<file path="src/rtl/rx_pkg_framer_pkg.sv">
// Shared types and helpers for the rx_pkg_framer byte-stream frame extractor.
package rx_pkg_framer_pkg;

    localparam int COUNT_W = 11;

    typedef enum logic {
        HUNT    = 1'b0,
        COLLECT = 1'b1
    } fsm_state_t;

    typedef enum logic {
        IDLE  = 1'b0,
        DRAIN = 1'b1
    } drain_state_t;

    // Byte idx of an nbytes-wide pattern whose first byte sits in the MSB.
    function automatic logic [7:0] msb_byte(input logic [63:0] vec,
                                            input int unsigned nbytes,
                                            input int unsigned idx);
        if (nbytes > 8 || idx >= nbytes) return 8'h00;
        return vec[8*(nbytes-1-idx) +: 8];
    endfunction

endpackage

</file>
<file path="src/rtl/rx_pkg_sync_fifo.sv">
// Byte-wide synchronous FIFO with first-word fall-through read; DEPTH must be a power of 2.
module rx_pkg_sync_fifo #(
    parameter int DEPTH = 16
) (
    input  logic       clk_i,
    input  logic       reset_n_i,
    input  logic       push_i,
    input  logic [7:0] din_i,
    input  logic       pop_i,
    output logic [7:0] dout_o,
    output logic       full_o,
    output logic       empty_o
);

    localparam int AW = (DEPTH > 1) ? $clog2(DEPTH) : 1;

    logic [7:0]  mem [DEPTH];
    logic [AW:0] wr_ptr;
    logic [AW:0] rd_ptr;
    logic        do_push;
    logic        do_pop;

    assign empty_o = (wr_ptr == rd_ptr);
    assign full_o  = (wr_ptr[AW] != rd_ptr[AW]) && (wr_ptr[AW-1:0] == rd_ptr[AW-1:0]);
    assign dout_o  = mem[rd_ptr[AW-1:0]];

    // A full FIFO may still take a byte when the same clock frees a slot.
    assign do_push = push_i && (!full_o || pop_i);
    assign do_pop  = pop_i && !empty_o;

    // NOTE: storage is deliberately left out of reset; only the pointers define validity.
    always_ff @(posedge clk_i) begin
        if (do_push) mem[wr_ptr[AW-1:0]] <= din_i;
    end

    // NOTE: state registers use non-blocking assignments so every flop samples pre-edge values.
    always_ff @(posedge clk_i or negedge reset_n_i) begin
        if (!reset_n_i) begin
            wr_ptr <= '0;
            rd_ptr <= '0;
        end else begin
            if (do_push) wr_ptr <= wr_ptr + 1'b1;
            if (do_pop)  rd_ptr <= rd_ptr + 1'b1;
        end
    end

endmodule

</file>
<file path="src/rtl/rx_pkg_framer.sv">
// SOF-hunting frame extractor with byte substitution, field pick and burst replay.
// Defining RX_PKG_STATS_EN adds saturating frames_ok_o / frames_drop_o counters.
module rx_pkg_framer
    import rx_pkg_framer_pkg::*;
#(
    parameter logic                    TOGGLE             = 1'b0,
    parameter int                      FIFO_DEPTH         = 16,
    parameter int                      FIFO_BUFFER_DEP    = 256,
    parameter int                      SOF_LENGTH         = 6,
    parameter logic [8*SOF_LENGTH-1:0] SOF_PATTERN        = 48'h244750474741,
    parameter logic                    EOF_DETECTION      = 1'b1,
    parameter int                      EOF_LENGTH         = 1,
    parameter logic [8*EOF_LENGTH-1:0] EOF_PATTERN        = 8'h0A,
    parameter logic                    FRAME_LENGTH_FIXED = 1'b0,
    parameter int                      FRAME_CNT          = 67,
    parameter logic                    SUB                = 1'b1,
    parameter int                      SUB_POS            = 7,
    parameter int                      SUB_LENGTH         = 9,
    parameter int                      PICK_POS           = 17,
    parameter int                      PICK_LENGTH        = 9
) (
    input  logic                     clk_i,
    input  logic                     reset_n_i,
    input  logic                     enable_i,
    input  logic                     rx_datavld_i,
    input  logic [7:0]               rx_data_i,
    input  logic                     sub_datavld_i,
    input  logic [8*SUB_LENGTH-1:0]  sub_data_i,
    output logic [8*PICK_LENGTH-1:0] pick_data_o,
    output logic                     pick_datavld_o,
    output logic                     FIFO_clear_o,
    output logic                     frame_datavld_o,
    output logic [7:0]               frame_data_o,
    output logic [COUNT_W-1:0]       frame_cnt_o,
    output logic                     frame_interrupt_o
`ifdef RX_PKG_STATS_EN
    ,
    output logic [15:0]              frames_ok_o,
    output logic [15:0]              frames_drop_o
`endif
);

    localparam int SW  = 8 * SOF_LENGTH;
    localparam int EW  = 8 * EOF_LENGTH;
    localparam int SBW = 8 * SUB_LENGTH;
    localparam int PW  = 8 * PICK_LENGTH;
    localparam int IW  = $clog2(FIFO_BUFFER_DEP);
    localparam int AW  = IW + (TOGGLE ? 1 : 0);

    localparam logic [COUNT_W-1:0] CNT_SOF   = COUNT_W'(SOF_LENGTH);
    localparam logic [COUNT_W-1:0] CNT_FIX   = COUNT_W'(FRAME_CNT);
    localparam logic [COUNT_W-1:0] CNT_MAX   = COUNT_W'(FIFO_BUFFER_DEP);
    localparam logic [COUNT_W-1:0] SUB_LO    = COUNT_W'(SUB_POS);
    localparam logic [COUNT_W-1:0] SUB_HI    = COUNT_W'(SUB_POS + SUB_LENGTH);
    localparam logic [COUNT_W-1:0] PICK_LO   = COUNT_W'(PICK_POS);
    localparam logic [COUNT_W-1:0] PICK_LAST = COUNT_W'(PICK_POS + PICK_LENGTH - 1);

    if (FIFO_BUFFER_DEP > 2047 || SUB_POS + SUB_LENGTH > FIFO_BUFFER_DEP ||
        PICK_POS + PICK_LENGTH > FIFO_BUFFER_DEP) begin : g_bad_cfg
        $error("rx_pkg_framer: buffer depth or field range exceeds the 11-bit frame count");
    end

    fsm_state_t         state;
    drain_state_t       drain_state;
    logic [COUNT_W-1:0] count;
    logic [COUNT_W-1:0] new_count;
    logic [COUNT_W-1:0] drain_idx;
    logic [COUNT_W-1:0] drain_len;
    logic               wr_bank;
    logic               drain_bank;
    logic [SW-1:0]      sof_sr;
    logic [SW-1:0]      sof_next;
    logic [EW-1:0]      eof_sr;
    logic [EW-1:0]      eof_next;
    logic [SBW-1:0]     sub_reg;
    logic [SBW-1:0]     sub_shift;
    logic               sub_active;
    logic               sub_frame;
    logic [PW-1:0]      pick_sr;
    logic [PW-1:0]      pick_next;
    logic [7:0]         buf_mem [2**AW];
    logic [AW-1:0]      wr_addr;
    logic [AW-1:0]      rd_addr;

    logic       push;
    logic       pop;
    logic       overflow;
    logic [7:0] rx_byte;
    logic [7:0] wr_byte;
    logic       fifo_full;
    logic       fifo_empty;
    logic       in_sub;
    logic       in_pick;
    logic       sof_hit;
    logic       frame_end;
    logic       wr_en;

    rx_pkg_sync_fifo #(
        .DEPTH (FIFO_DEPTH)
    ) u_stage_fifo (
        .clk_i     (clk_i),
        .reset_n_i (reset_n_i),
        .push_i    (push),
        .din_i     (rx_data_i),
        .pop_i     (pop),
        .dout_o    (rx_byte),
        .full_o    (fifo_full),
        .empty_o   (fifo_empty)
    );

    assign push     = rx_datavld_i && enable_i;
    assign pop      = !fifo_empty;
    assign overflow = push && fifo_full && !pop;
    assign wr_addr  = AW'({wr_bank, count[IW-1:0]});
    assign rd_addr  = AW'({drain_bank, drain_idx[IW-1:0]});

    // NOTE: every combinational output gets a default first so no path can infer a latch.
    always_comb begin
        sof_next  = SW'({sof_sr, rx_byte});
        in_sub    = SUB && sub_frame && (count >= SUB_LO) && (count < SUB_HI);
        wr_byte   = in_sub ? sub_shift[SBW-1 -: 8] : rx_byte;
        eof_next  = EW'({eof_sr, wr_byte});
        in_pick   = (count >= PICK_LO) && (count <= PICK_LAST);
        pick_next = PW'({pick_sr, rx_byte});
        new_count = count + 1'b1;
        wr_en     = pop && (state == COLLECT);
        // Single-buffer mode must not overwrite a bank that is still replaying.
        sof_hit   = (sof_next == SOF_PATTERN) && (TOGGLE || drain_state == IDLE);
        frame_end = 1'b0;
        if (FRAME_LENGTH_FIXED) frame_end = (new_count == CNT_FIX);
        else if (EOF_DETECTION) frame_end = (eof_next == EOF_PATTERN);
    end

    always_ff @(posedge clk_i) begin
        if (wr_en) buf_mem[wr_addr] <= wr_byte;
    end

    always_ff @(posedge clk_i or negedge reset_n_i) begin
        if (!reset_n_i) begin
            state             <= HUNT;
            drain_state       <= IDLE;
            count             <= '0;
            drain_idx         <= '0;
            drain_len         <= '0;
            wr_bank           <= 1'b0;
            drain_bank        <= 1'b0;
            sof_sr            <= '0;
            eof_sr            <= '0;
            sub_reg           <= '0;
            sub_shift         <= '0;
            sub_active        <= 1'b0;
            sub_frame         <= 1'b0;
            pick_sr           <= '0;
            pick_data_o       <= '0;
            pick_datavld_o    <= 1'b0;
            FIFO_clear_o      <= 1'b0;
            frame_datavld_o   <= 1'b0;
            frame_data_o      <= '0;
            frame_cnt_o       <= '0;
            frame_interrupt_o <= 1'b0;
        end else begin
            pick_datavld_o    <= 1'b0;
            frame_interrupt_o <= 1'b0;
            FIFO_clear_o      <= overflow;

            if (sub_datavld_i) begin
                sub_reg    <= sub_data_i;
                sub_active <= 1'b1;
            end

            // SOF bytes are never stored: they always equal the pattern.
            if (drain_state == DRAIN) begin
                frame_datavld_o <= 1'b1;
                frame_data_o    <= (drain_idx < CNT_SOF)
                                   ? msb_byte(64'(SOF_PATTERN), SOF_LENGTH, 32'(drain_idx))
                                   : buf_mem[rd_addr];
                drain_idx       <= drain_idx + 1'b1;
                if (drain_idx == drain_len - 1'b1) drain_state <= IDLE;
            end else begin
                frame_datavld_o <= 1'b0;
            end

            if (pop) begin
                case (state)
                    HUNT: begin
                        sof_sr <= sof_next;
                        if (sof_hit) begin
                            state     <= COLLECT;
                            count     <= CNT_SOF;
                            sof_sr    <= '0;
                            eof_sr    <= EW'(64'(SOF_PATTERN));
                            // Substitution data is snapshotted per frame so a mid-frame load cannot tear it.
                            sub_shift <= sub_reg;
                            sub_frame <= sub_active;
                        end
                    end
                    COLLECT: begin
                        count  <= new_count;
                        eof_sr <= eof_next;
                        if (in_sub) sub_shift <= sub_shift << 8;
                        if (in_pick) begin
                            pick_sr <= pick_next;
                            if (count == PICK_LAST) begin
                                pick_data_o    <= pick_next;
                                pick_datavld_o <= 1'b1;
                            end
                        end
                        if (frame_end) begin
                            state <= HUNT;
                            if (drain_state == DRAIN) begin
                                FIFO_clear_o <= 1'b1;
                            end else begin
                                frame_cnt_o       <= new_count;
                                frame_interrupt_o <= 1'b1;
                                drain_state       <= DRAIN;
                                drain_idx         <= '0;
                                drain_len         <= new_count;
                                drain_bank        <= wr_bank;
                                if (TOGGLE) wr_bank <= ~wr_bank;
                            end
                        end else if (new_count == CNT_MAX) begin
                            state        <= HUNT;
                            FIFO_clear_o <= 1'b1;
                        end
                    end
                    default: state <= HUNT;
                endcase
            end
        end
    end

`ifdef RX_PKG_STATS_EN
    always_ff @(posedge clk_i or negedge reset_n_i) begin
        if (!reset_n_i) begin
            frames_ok_o   <= '0;
            frames_drop_o <= '0;
        end else begin
            if (frame_interrupt_o && frames_ok_o != 16'hFFFF) frames_ok_o <= frames_ok_o + 1'b1;
            if (FIFO_clear_o && frames_drop_o != 16'hFFFF) frames_drop_o <= frames_drop_o + 1'b1;
        end
    end
`endif

endmodule

</file>
<file path="config.mk">
export PLATFORM = sky130hd
export DESIGN_NAME = rx_pkg_framer
export DESIGN_NICKNAME = d
export VERILOG_FILES = /design/src/rtl/rx_pkg_framer_pkg.sv /design/src/rtl/rx_pkg_sync_fifo.sv /design/src/rtl/rx_pkg_framer.sv
export SDC_FILE = /design/constraint.sdc
export NUM_CORES = 2
export LEC_CHECK = 0
export ABC_AREA = 0
export CORE_ASPECT_RATIO = 1.25
export CORE_MARGIN = 4
export CORE_UTILIZATION = 45
export DETAILED_ROUTE_END_ITERATION = 10
export GPL_ROUTABILITY_DRIVEN = 0
export GPL_TIMING_DRIVEN = 0
export PLACE_DENSITY = 0.69
export SLEW_MARGIN = 15
export SYNTH_ARGS = -nofsm -noshare
export SYNTH_HDL_FRONTEND = slang
export SYNTH_HIERARCHICAL = 1
export SYNTH_SLANG_ARGS = --single-unit
</file>
<file path="constraint.sdc">
create_clock -name clk_i -period 20.9 [get_ports clk_i]
set_input_delay 2.09 -clock clk_i [delete_from_list [all_inputs] [get_ports clk_i]]
set_output_delay 2.09 -clock clk_i [all_outputs]
set_load 0.005 [all_outputs]
</file>
==> impl_metrics.ini <==
[run_status]
status = completed

[critical_path]
crit_fanout = 11
start_kind = flip-flop
path_class = reg2reg
reg2reg_depth = 10
crit_arrival_ns = 6.72
worstPathRequired_ns = 21.65
cp-end-kind = flip-flop

[grt]
grt_max_degree = 98
grt_pass1_vias = 57231
grt_pass1_wl_mm = 481
grt_remaining_overflow = 0
antenna_found_initial = 29
grt_usage_pct = 30.6

[yosys]
syn_inst = 5343
synth_area_um2 = 101000
synth_edf_count = 2176
syn_area_per_cell_um2 = 18.8
syn_nets = 5441
yosysUniqueCellTypes = 81
yosys_warnings = 6
seq_area_frac_synth_pct = 74.4
synth_flop_cell = edfxtp_1
synth-seq-cells = 2555
async_flop_share_pct = 14.8

[clock_network]
cts-root-buf = clkbuf_16
clk_latency_ns = 0.96
cts-hold-fix-buffers = 0
ctsLongestPathBuffers = 4
clkTransAtPathRegs_ns = 0.07
cts_buffers = 230
cts_tree = done
h-tree-depth = 4
post_cts_buffers = 0
post_cts_resized = 0
cts.sinks = 2555

[final_layout]
final_core_util_pct = 52.0
largest_reg_flops = 2048
area_delta_synth_final_pct = 14.7
drive_gt1_share_pct = 22.6
nets = 5914
largest-register = buf_mem

[timing]
slew_headroom_pct = 1.39
skew_ns = 0.0976
hold_violations = 0
fin_crit_sh_pct = 28.5
period_minus_slack_ns = 5.97
setup_viol = 0
worst_slew_pin_slew_ns = 1.47
rsz0062_at_grt = false
slew_viol_final = 0
fmax_ghz = 0.168

[pwr]
power.density_nw_per_um2 = 117
swShare_pct = 27.1
p_int_w = 0.00983
p_total_w = 0.0135
ir_drop_uv = 113
p_clk_share_pct = 31.9
power_frac_comb_pct = 16.8
p_leak_nw = 38.0
switchingPower_w = 0.00366
seq_power_share_pct = 51.3

[routing]
drt-pass1-iter-count = 8
ant_nets = 0
wl_per_cell_um = 39.7
viasPerCell = 6.63
wl_mm = 355
drcViolationCount = 0
drt-initial-drc-count = 10596
via_count = 59351

[floorplan]
core_area_um2 = 222000
dieArea_um2 = 231000
die_w_um = 431
start_util_pct = 45.3
num_rows = 193
io_pins = 180
die_y_um = 536

[place]
dp_hpwl_mm = 235
portBuffers = 178

[hold_path]
hold_class = reg2reg
hold_depth = 1

[flow_run]
cap_violations = 0
-- power by group through the flow --
stage | sequential, W | combinational, W | clock (W)
floorplan | 0.00762 | 0.000905 | 0
global placement | 0.00819 | 0.00157 | 0
detailed placement | 0.00702 | 0.00220 | 0
CTS | 0.00691 | 0.00219 | 0.00429
global route | 0.00692 | 0.00234 | 0.00450
finish | 0.00692 | 0.00226 | 0.00430
-- cell usage after synthesis, types with 13 or more instances --
master	instances	share of area (%)
and3_1	23	0.14
o22ai_1	19	0.12
dfrtp_1	379	9.4
a22oi_1	92	0.69
nand4_1	13	0.081
buf_4	36	0.27
o221ai_1	14	0.12
buf_2	91	0.45
edfxtp_1	2176	65
xnor2_1	26	0.23
mux2_2	164	1.8
inv_1	22	0.082
buf_6	13	0.15
nor2_1	306	1.1
clkbuf_1	161	0.60
mux4_2	539	12
nand2_1	488	1.8
a22o_1	30	0.26
nand3_1	57	0.28
a211oi_1	21	0.16
buf_1	24	0.090
o21ai_0	133	0.66
and2_1	13	0.081
a21oi_1	56	0.28
mux2i_1	159	1.6
nor3_1	33	0.16
ha_1	13	0.16
xor2_1	17	0.15
nor2b_1	29	0.18
-- stage by stage --
stage               instance area [µm²]  hold WS [ns]  setup TNS (ns)  cells  setup slack [ns]
floorplan                        101000         0.410               0   5343              7.39
global placement                 106000         0.445        -3547.63   8446             -4.89
detailed placement               108000         0.457               0   8509             15.43
CTS                              115000         0.475               0   8926             15.43
global route                     115000         0.493               0   8927             15.28
finish                           115000         0.471               0   8953             14.93
-- per-layer routing --
metal | routed length [µm] | global-route usage [%] | vias to the layer above
met5 | 232 | 0.184 | -
met4 | 36700 | 23.7 | 26
met3 | 54200 | 13.3 | 1522
met2 | 155000 | 45.1 | 5332
met1 | 109000 | 35.1 | 30209
li1 | - | - | 22262
-- layout by cell type, fill, tap and decap left out, types with 21 or more instances in the layout --
master and count:
edfxtp_1 2176, mux4_2 539, nand2_1 483, dfrtp_1 379, nor2_1 305, clkbuf_16 233
clkdlybuf4s50_1 177, mux2_2 164, mux2i_1 159, clkbuf_1 150, o21ai_0 128, buf_2 104
a22oi_1 92, nand3_1 57, a21oi_1 56, clkbuf_2 52, clkinv_2 52, buf_16 43
clkinv_1 38, buf_4 36, nor3_1 32, a22o_1 30, nor2b_1 28, diode_2 27
xnor2_1 26, bufinv_16 25, and3_1 23, inv_1 22, a211oi_1 21
-- worst max-delay path, stage by stage (launching register included) --
cell      delay, ns
dfrtp_1        0.38
buf_2          0.15
buf_2          0.53
buf_2          0.65
buf_2          0.86
buf_2          0.81
mux4_2         0.45
a221oi_1       0.56
o21ai_0        0.29
o31ai_1        0.83
a32oi_1        0.23
-- path summary, 6_finish.rpt --
| path | endpoint | from | slack (ns) |
|---|---|---|---|
| worst max register to register | frame_data_o[2] | drain_idx[1] | 14.93 |
| min in group asynchronous | pick_data_o[30] | reset_n_i | 1.24 |
| worst max-delay path | frame_data_o[2] | drain_idx[1] | 14.93 |
| worst min register to register | sub_active | sub_active | 0.47 |
| worst min-delay path | sub_active | sub_active | 0.47 |
| max in group asynchronous | frame_data_o[6] | reset_n_i | 17.79 |
-- cell type report --
cell class	instances	area, µm²
flip-flops and latches	2555	74800
multi-input cells	2437	24100
clock buffers	280	6110
plain buffers	325	1650
diodes	27	67.6
well taps	2925	3660
fillers	17345	106000
clock inverters	137	1380
repair buffers	241	3360
inverters	26	97.6
-- kinds of logic (layout without fill, tap and decap cells) --
group                      after synthesis  count (layout)  synth area share [%]
buffers and inverters                  351            1009                  1.66
and+or+nand+nor                       1026            1026                  4.38
other                                    0              27                     0
xor gates and xnor gates                48              48                 0.478
AOI/OAI and AO/OA                      478             478                  3.28
adders and majority gates               13              13                 0.162
muxes                                  872             872                  15.6
DFF                                   2555            2555                  74.4
Note: power is estimated with default switching activity, not from simulation.
